### src/rtl/core_run_controller_if.sv
// Control/status bundle between a run driver (bench or debug logic) and core_run_controller.
// The controller uses the slave modport; whatever sequences runs uses the master modport.
interface core_run_controller_if #(
  parameter int CycleWidth = 16
);
  logic                  start;
  logic                  abort;
  logic [1:0]            mode;
  logic [CycleWidth-1:0] cycle_limit;
  logic                  step;
  logic                  halt_in;
  logic                  core_rst;
  logic                  core_en;
  logic [CycleWidth-1:0] cycle_count;
  logic                  busy;
  logic                  done;
  logic                  timeout;

  modport master (
    output start, abort, mode, cycle_limit, step, halt_in,
    input  core_rst, core_en, cycle_count, busy, done, timeout
  );

  modport slave (
    input  start, abort, mode, cycle_limit, step, halt_in,
    output core_rst, core_en, cycle_count, busy, done, timeout
  );
endinterface

### src/rtl/core_run_controller.sv
// Run/sequencing controller for core_top: owns the core reset and clock-enable and runs the core
// for a fixed cycle count, until halt (with optional watchdog), or one step at a time.
module core_run_controller #(
  parameter int CycleWidth  = 16,
  parameter int ResetCycles = 2
) (
  input logic                  clk,
  input logic                  rst,
  core_run_controller_if.slave bus
);

  localparam int              RstW    = (ResetCycles > 1) ? $clog2(ResetCycles) : 1;
  localparam logic [RstW-1:0] RstLast = RstW'(ResetCycles - 1);

  localparam logic [1:0] ModeRunN = 2'b00;
  localparam logic [1:0] ModeStep = 2'b10;

  typedef enum logic [2:0] {IDLE, RESET, RUN, STEP, DONE} state_t;

  state_t                state_q, state_n;
  logic [1:0]            mode_q, mode_n;
  logic [CycleWidth-1:0] limit_q, limit_n;
  logic [CycleWidth-1:0] count_q, count_n;
  logic [RstW-1:0]       rst_cnt_q, rst_cnt_n;
  logic                  core_rst_q, core_rst_n;
  logic                  core_en_q, core_en_n;
  logic                  busy_q, busy_n;
  logic                  done_q, done_n;
  logic                  timeout_q, timeout_n;

  logic [CycleWidth-1:0] count_inc;
  logic                  halt_hit;
  logic                  limit_hit;

  // Cycle counter never wraps; it sticks at all-ones when no watchdog bounds the run.
  function automatic logic [CycleWidth-1:0] sat_inc(input logic [CycleWidth-1:0] v);
    return (v == '1) ? v : v + CycleWidth'(1);
  endfunction

  assign count_inc = sat_inc(count_q);
  assign halt_hit  = core_en_q && bus.halt_in && (mode_q != ModeRunN);
  assign limit_hit = core_en_q && (limit_q != '0) && (count_inc == limit_q);

  always_comb begin
    state_n    = state_q;
    mode_n     = mode_q;
    limit_n    = limit_q;
    count_n    = count_q;
    rst_cnt_n  = rst_cnt_q;
    core_rst_n = core_rst_q;
    core_en_n  = core_en_q;
    done_n     = done_q;
    timeout_n  = timeout_q;

    if (bus.abort) begin
      // Abort freezes the count so the caller can see how far the run got.
      state_n    = IDLE;
      core_rst_n = 1'b1;
      core_en_n  = 1'b0;
      done_n     = 1'b0;
      timeout_n  = 1'b0;
    end else begin
      if (core_en_q) begin
        count_n = count_inc;
      end
      case (state_q)
        IDLE, DONE: begin
          if (bus.start) begin
            state_n    = RESET;
            mode_n     = (bus.mode == 2'b11) ? ModeRunN : bus.mode;
            limit_n    = bus.cycle_limit;
            count_n    = '0;
            rst_cnt_n  = '0;
            core_rst_n = 1'b1;
            core_en_n  = 1'b0;
            done_n     = 1'b0;
            timeout_n  = 1'b0;
          end
        end
        RESET: begin
          if (rst_cnt_q == RstLast) begin
            core_rst_n = 1'b0;
            if (mode_q == ModeRunN && limit_q == '0) begin
              state_n = DONE;
              done_n  = 1'b1;
            end else if (mode_q == ModeStep) begin
              state_n = STEP;
            end else begin
              state_n   = RUN;
              core_en_n = 1'b1;
            end
          end else begin
            rst_cnt_n = rst_cnt_q + RstW'(1);
          end
        end
        RUN, STEP: begin
          // Halt beats the limit when both land on the same enabled cycle.
          if (halt_hit) begin
            state_n   = DONE;
            core_en_n = 1'b0;
            done_n    = 1'b1;
          end else if (limit_hit) begin
            state_n   = DONE;
            core_en_n = 1'b0;
            done_n    = 1'b1;
            timeout_n = (mode_q != ModeRunN);
          end else if (state_q == STEP) begin
            // One enabled cycle per request; a step seen during that cycle is dropped.
            core_en_n = !core_en_q && bus.step;
          end
        end
        default: begin
          state_n    = IDLE;
          core_rst_n = 1'b1;
          core_en_n  = 1'b0;
        end
      endcase
    end

    busy_n = (state_n == RESET) || (state_n == RUN) || (state_n == STEP);
  end

  always_ff @(posedge clk or posedge rst) begin
    if (rst) begin
      state_q    <= IDLE;
      count_q    <= '0;
      rst_cnt_q  <= '0;
      core_rst_q <= 1'b1;
      core_en_q  <= 1'b0;
      busy_q     <= 1'b0;
      done_q     <= 1'b0;
      timeout_q  <= 1'b0;
    end else begin
      state_q    <= state_n;
      count_q    <= count_n;
      rst_cnt_q  <= rst_cnt_n;
      core_rst_q <= core_rst_n;
      core_en_q  <= core_en_n;
      busy_q     <= busy_n;
      done_q     <= done_n;
      timeout_q  <= timeout_n;
    end
  end

  // Run configuration is only consulted after a start loads it, so it needs no reset.
  always_ff @(posedge clk) begin
    mode_q  <= mode_n;
    limit_q <= limit_n;
  end

  assign bus.core_rst    = core_rst_q;
  assign bus.core_en     = core_en_q;
  assign bus.cycle_count = count_q;
  assign bus.busy        = busy_q;
  assign bus.done        = done_q;
  assign bus.timeout     = timeout_q;

endmodule

### src/flat_wrapper.sv
// flat-port wrapper written by rule: the top's interface ports become plain ports
module core_run_controller_flat 
#(
  parameter int CycleWidth  = 16,
  parameter int ResetCycles = 2
)
  (clk, rst, bus_start, bus_abort, bus_mode, bus_cycle_limit, bus_step, bus_halt_in, bus_core_rst, bus_core_en, bus_cycle_count, bus_busy, bus_done, bus_timeout);
  core_run_controller_if #(.CycleWidth(CycleWidth)) bus_i ();
  input logic clk;
  input logic rst;
  input wire logic [$bits(bus_i.start)-1:0] bus_start;
  input wire logic [$bits(bus_i.abort)-1:0] bus_abort;
  input wire logic [$bits(bus_i.mode)-1:0] bus_mode;
  input wire logic [$bits(bus_i.cycle_limit)-1:0] bus_cycle_limit;
  input wire logic [$bits(bus_i.step)-1:0] bus_step;
  input wire logic [$bits(bus_i.halt_in)-1:0] bus_halt_in;
  output wire logic [$bits(bus_i.core_rst)-1:0] bus_core_rst;
  output wire logic [$bits(bus_i.core_en)-1:0] bus_core_en;
  output wire logic [$bits(bus_i.cycle_count)-1:0] bus_cycle_count;
  output wire logic [$bits(bus_i.busy)-1:0] bus_busy;
  output wire logic [$bits(bus_i.done)-1:0] bus_done;
  output wire logic [$bits(bus_i.timeout)-1:0] bus_timeout;
  assign bus_i.start = bus_start;
  assign bus_i.abort = bus_abort;
  assign bus_i.mode = bus_mode;
  assign bus_i.cycle_limit = bus_cycle_limit;
  assign bus_i.step = bus_step;
  assign bus_i.halt_in = bus_halt_in;
  assign bus_core_rst = bus_i.core_rst;
  assign bus_core_en = bus_i.core_en;
  assign bus_cycle_count = bus_i.cycle_count;
  assign bus_busy = bus_i.busy;
  assign bus_done = bus_i.done;
  assign bus_timeout = bus_i.timeout;
  core_run_controller #(.CycleWidth(CycleWidth), .ResetCycles(ResetCycles)) u_core (.clk(clk), .rst(rst), .bus(bus_i));
endmodule
### config.mk
export PLATFORM = sky130hd
export DESIGN_NAME = core_run_controller_flat
export DESIGN_NICKNAME = d
export VERILOG_FILES = /design/src/rtl/core_run_controller_if.sv /design/src/rtl/core_run_controller.sv /design/src/flat_wrapper.sv
export SDC_FILE = /design/constraint.sdc
export NUM_CORES = 1
export LEC_CHECK = 0
export CORE_ASPECT_RATIO = 1.1
export CORE_UTILIZATION = 44
export DETAILED_ROUTE_END_ITERATION = 7
export PLACE_DENSITY = 0.68
export SLEW_MARGIN = 20
export SYNTH_ARGS = -nofsm -noshare
export SYNTH_HDL_FRONTEND = slang
export SYNTH_SLANG_ARGS = --single-unit
### constraint.sdc
create_clock -name clk -period 2.9 [get_ports clk]
set_input_delay 0.58 -clock clk [delete_from_list [all_inputs] [get_ports clk]]
set_output_delay 0.58 -clock clk [all_outputs]
set_load 0.01 [all_outputs]
Word level (Yosys, flattened, before mapping)
Index checks and enable logic that the tools add are counted. W data, S select, Z words.

Add/subtract/negate cells: 2. Multiplexer cells: 37. Multiply operators: 0. Equality and inequality tests: 22. Bitwise logic cells: 1. Shift operators: 0. Divide/modulo/power cells: 0. Reduce and logical (&&, ||, !) cells: 25. Order comparisons: 0.

Operators with widths (count): $mux W16 (4); $mux W1 (21); $mux W3 (6); $add A16 B1 Y16 const B (1); $eq A16 B16 Y1 (1); $eq A16 B16 Y1 const B (1); $logic_not A16 Y1 (1); $reduce_bool A16 Y1 (1); $eq A3 B2 Y1 const B (4); $ne A3 B3 Y1 const B (4); $reduce_and A5 Y1 (2); $ne A3 B2 Y1 const B (3); $pmux W1 S3 (3); $pmux W3 S3 (1); $reduce_and A3 Y1 (3); $eq A3 B1 Y1 const B (2); $logic_and A1 B1 Y1 (6); $ne A5 B2 Y1 const B (1); $eq A2 B2 Y1 const B (2); $ne A2 B2 Y1 const B (2); $ne A4 B2 Y1 const B (1); $pmux W1 S2 (2); $reduce_and A4 Y1 (1); $reduce_bool A2 Y1 (2); 10 further kinds (12).

Memory bits (writable): 0. Logic and storage cells: 97. Bits in latches: 0. Output and inout port bits: 21. Bits in read-only memories: 0. Memories: 0. Flip-flop bits (word level): 43.

Logic depth before layout (Yosys ltp)
Depth in word-level cells: 11. Gate-level depth with buffers: 12. Depth with buffers taken out: 9.

Worst setup path after synthesis
Ideal clock, no wire load.

Kind: register to register. From: register u_core.count_q[0] (netlist: u_core.bus.cycle_count[0]). To: register u_core.done_q (netlist: u_core.bus.done). Path buffers: 3. Path slack: 0.186 ns. Cell stages (with the launch flop): 13. Required time: 2.772 ns. Data arrival time: 2.586 ns. Setup time: 0.128 ns. Cells stage by stage: dfrtp_1 -> ha_1 -> buf_2 -> and4_1 -> buf_4 -> nand4_4 -> buf_6 -> o211ai_2 -> nand4_1 -> nor4_2 -> nand4_2 -> a31oi_1 -> mux2_1.

Cells in the longest elaborated chain, start to end: 6.

Ends and longest elaborated chain: start, declared (line core_run_controller.sv:23) `logic [CycleWidth-1:0] count_q, count_n;`; start signal, assigned (line core_run_controller.sv:135) `count_q <= count_n;`; $add A16 B1 Y16 or $eq A16 B16 Y1 (tied branches) (line core_run_controller.sv:37) `return (v == '1) ? v : v + CycleWidth'(1);`; $mux W16 (*) (line core_run_controller.sv:37); $eq A16 B16 Y1 (*) (line core_run_controller.sv:42) `assign limit_hit = core_en_q && (limit_q != '0) && (count_inc == limit_q);`; $logic_and A1 B1 Y1 (*) (line core_run_controller.sv:42); $ne A4 B2 Y1 (no line) (*); $reduce_and A5 Y1 (no line) (*); end signal, assigned (line core_run_controller.sv:140) `done_q <= done_n;`; end, declared (line core_run_controller.sv:28) `logic done_q, done_n;`.

Every way passes the cells marked *; elsewhere a longest branch is shown, timed or not. A chain may end at the register's enable or synchronous reset.

Worst setup path after layout
From: register u_core.count_q[1] (netlist: u_core.bus.cycle_count[1]). To: register u_core.done_q (netlist: u_core.bus.done).

Same word-level chain as after synthesis.

==> impl_metrics.csv <==
group,metric,value,unit
outcome,status,"complete, no violations",
logic_synthesis,synth.mux.area_fraction,0.777,%
logic_synthesis,seq_area_frac_synth,42.6,%
global_routing,grt_usage,24.3,%
global_routing,grt_pass1_wl,12300,microns
placement,placed_area,3360,sq um
global_routing,first_global_vias,2358,
logic_synthesis,synth_cell_types,64,
power,ir_drop,349,uV
setup_path,start_kind,"flip-flop",
floorplan,placeableCoreArea,5880,sq um
logic_synthesis,synth_top_family_by_area,"compound AO/OA/AOI/OAI gates",
route,via_per_inst,5.96,
setup_path,critPathKind,"reg -> reg",
timing,period_needed,2.67,ns
logic_synthesis,async_flop_share,58.1,%
finish,nets,379,
finish,n_fill_cell,541,
power,p_sw,0.379,mW
timing,worst_slew_pin_slew,0.433,ns
finish,drive_gt1_share,13.8,%
logic_synthesis,synth-xor-area-share,6.08,%
clocking,root_buffer,"clkbuf_8",
finish,area_growth,26.2,%
floorplan,num_rows,29,
power,leakage,1.32,nW
clocking,ctsHtreeMaxLevel,2,
power,p_int,0.956,mW
finish,multiInputGateArea,1400,sq um
clocking,clock-sinks,43,
finish,final_common_cell,"clkdlybuf4s50_1",
global_routing,antenna_found_initial,0,
logic_synthesis,synth_flop_cell,"dfrtp_1",
power,pwr_density_cell,386,nW/um^2
clocking,clock_path_buffers,2,
floorplan,ios,45,
power,swShare,28.4,%
global_routing,grt-ovfl-total,0,
floorplan,die_h,84.7,microns
clocking,tritoncts,"built",
route,drt_pass1_iterations,5,
clocking,clkLatencyLatePin,0.30,ns
global_routing,gr-max-usage-layer,"met2",
floorplan,initial_core_util,46.6,%
floorplan,die-area,6540,sq um
finish,most-common-layout-cells,"clkdlybuf4s50_1, o21ai_0, buf_4",
logic_synthesis,synth_area,2740,sq um
placement,hpwl,5640,microns
min_path,hp-class,"reg -> reg",
clocking,post-cts-setup-buffers,0,
timing,drv_slew,0,
finish,regArea,1170,sq um
setup_path,cp_max_fo,12,
power,clkPwrFrac,28.7,%
route,routedWlPerCell,17.2,microns
route,drc,0,
timing,setup-violations-final,0,
logic_synthesis,syn_area_per_cell,9.19,sq um
timing,fin_crit_sh,92.1,%
timing,slew_headroom,70.9,%
finish,n_antenna_cell,0,
clocking,cts_buffers,5,
setup_path,critPathRequiredTime,3.08,ns
setup_path,cp.arrival,2.85,ns
logic_synthesis,ys_ff_latch,43,
timing,setup_tns,0,ns
run,max_cap_violations,0,
global_routing,use_met1,35.3,%
finish,postLayoutCellArea,3450,sq um
setup_path,worst_setup_path_end_kind,"flip-flop",
power,p_comb_share,18.1,%
global_routing,grt_max_degree,26,
finish,final_util,58.8,%
logic_synthesis,synthSimpleGateAreaFrac,20.9,%
route,first_iter_violations,172,
global_routing,gr-usage-met3,4.67,%
logic_synthesis,synth_compound_area_share,22.9,%
timing,fmax,0.374,GHz
logic_synthesis,yosys_warnings,0,
logic_synthesis,synth_edf_count,18,
timing,rsz0062_at_grt,"no",
global_routing,globalRouteMet2Util,36.1,%
timing,hold_viol,0,
placement,gp_congestion,0.925,
logic_synthesis,synth_nets,323,
clocking,path_clk_slew,0.08,ns
route,antenna_left,0,
route,wirelength,7410,microns
floorplan,fp.dieW,77.2,microns
logic_synthesis,synth-adder-area-share,0.457,%
placement,port_buffers,44,
logic_synthesis,synthCells,298,
route,num_vias,2574,
power,seq_power_share,53.2,%
timing,fin_skew,0.00910,ns
timing repair:
action                                  CTS  global route
endpoints found under the setup margin    0             1
resized for setup                         0             1
hold buffers                              0             0
sequential cells by signal (all words and copies together), names as in the netlist:
signal / count
u_core.mode_q: 2
u_core.bus.busy: 1
u_core.bus.timeout: 1
u_core.limit_q: 16
u_core.bus.core_rst: 1
u_core.rst_cnt_q: 1
u_core.bus.cycle_count: 16
u_core.bus.done: 1
u_core.bus.core_en: 1
u_core.state_q: 3
cell usage after synthesis, types with 3 or more instances:
cell type | n | share of area [%]
o21ai_0 | 29 | 5.3
dfrtp_1 | 24 | 22
nor2_1 | 22 | 3.0
a21oi_1 | 21 | 3.8
nand2_1 | 20 | 2.7
edfxtp_1 | 18 | 20
inv_1 | 13 | 1.8
a31oi_1 | 12 | 2.7
nand4_1 | 12 | 2.7
nand3_1 | 11 | 2.0
xnor2_1 | 11 | 3.5
clkbuf_1 | 10 | 1.4
xor2_1 | 8 | 2.6
nor4_1 | 6 | 1.4
and2_1 | 5 | 1.1
buf_2 | 5 | 0.91
buf_4 | 4 | 1.1
nor3_1 | 4 | 0.73
a211oi_1 | 3 | 0.82
and3_1 | 3 | 0.69
and4_1 | 3 | 0.96
nor2b_1 | 3 | 0.69
stage by stage:
| step | power [mW] | instances | hold WS, ns | setup slack (ns) |
|---|---|---|---|---|
| floorplan | 0.854 | 298 | 0.529 | 0.186 |
| global placement | 0.960 | 424 | 0.497 | 0.241 |
| detailed placement | 0.962 | 424 | 0.504 | 0.142 |
| CTS | 1.35 | 432 | 0.527 | 0.152 |
| global route | 1.40 | 432 | 0.547 | 0.00383 |
| finish | 1.34 | 432 | 0.513 | 0.229 |
final cells by class:
cell class              instances  area share (%)
clock buffers                   5            1.99
repair buffers                 72            18.8
well taps                      77            2.79
inverters                      13            1.41
clock inverters                 3           0.580
multi-input cells             219            40.6
flip-flops and latches         43            33.8
kinds of logic after synthesis:
| family | Yosys count |
|---|---|
| mux | 2 |
| fa+ha+maj | 1 |
| flops | 43 |
| simple gates | 102 |
| compound gates | 95 |
| xor+xnor | 19 |
| buf+inv | 36 |
metal layers:
metal	up-vias	part of all wire, %
met2	114	44
li1	1235	-
met5	-	0
met4	0	2.3
met3	15	5.9
met1	1210	47
worst paths after layout:
check / startpoint / endpoint / slack [ns] / cells after the start
hold / removal: u_core.bus.done / u_core.bus.done / 0.51 / 1
max in group asynchronous: rst / u_core.bus.core_rst / 1.98 / 3
setup reg to reg: u_core.bus.cycle_count[1] / u_core.bus.done / 0.23 / 9
hold reg to reg: u_core.bus.done / u_core.bus.done / 0.51 / 1
setup / recovery: u_core.bus.cycle_count[1] / u_core.bus.done / 0.23 / 9
min in group asynchronous: rst / u_core.rst_cnt_q / 0.63 / 3
critical path, stage by stage (launching register included):
cell and delay (ns):
dfrtp_1 0.40, ha_1 0.18, and4_2 0.37, nand4_4 0.23, mux2i_1 0.22, nand4_1 0.12, nor4_2 0.34, nand4_2 0.15
a31oi_1 0.21, mux2_1 0.34
power by group through the flow:
stage / clock (mW) / combinational (mW) / sequential (mW)
after floorplan: 0 / 0.138 / 0.716
final: 0.383 / 0.241 / 0.710
after global placement: 0 / 0.239 / 0.722
after global routing: 0.417 / 0.268 / 0.714
after CTS: 0.396 / 0.241 / 0.710
after detailed placement: 0 / 0.240 / 0.722
Note: power is estimated with default switching activity, not from simulation.
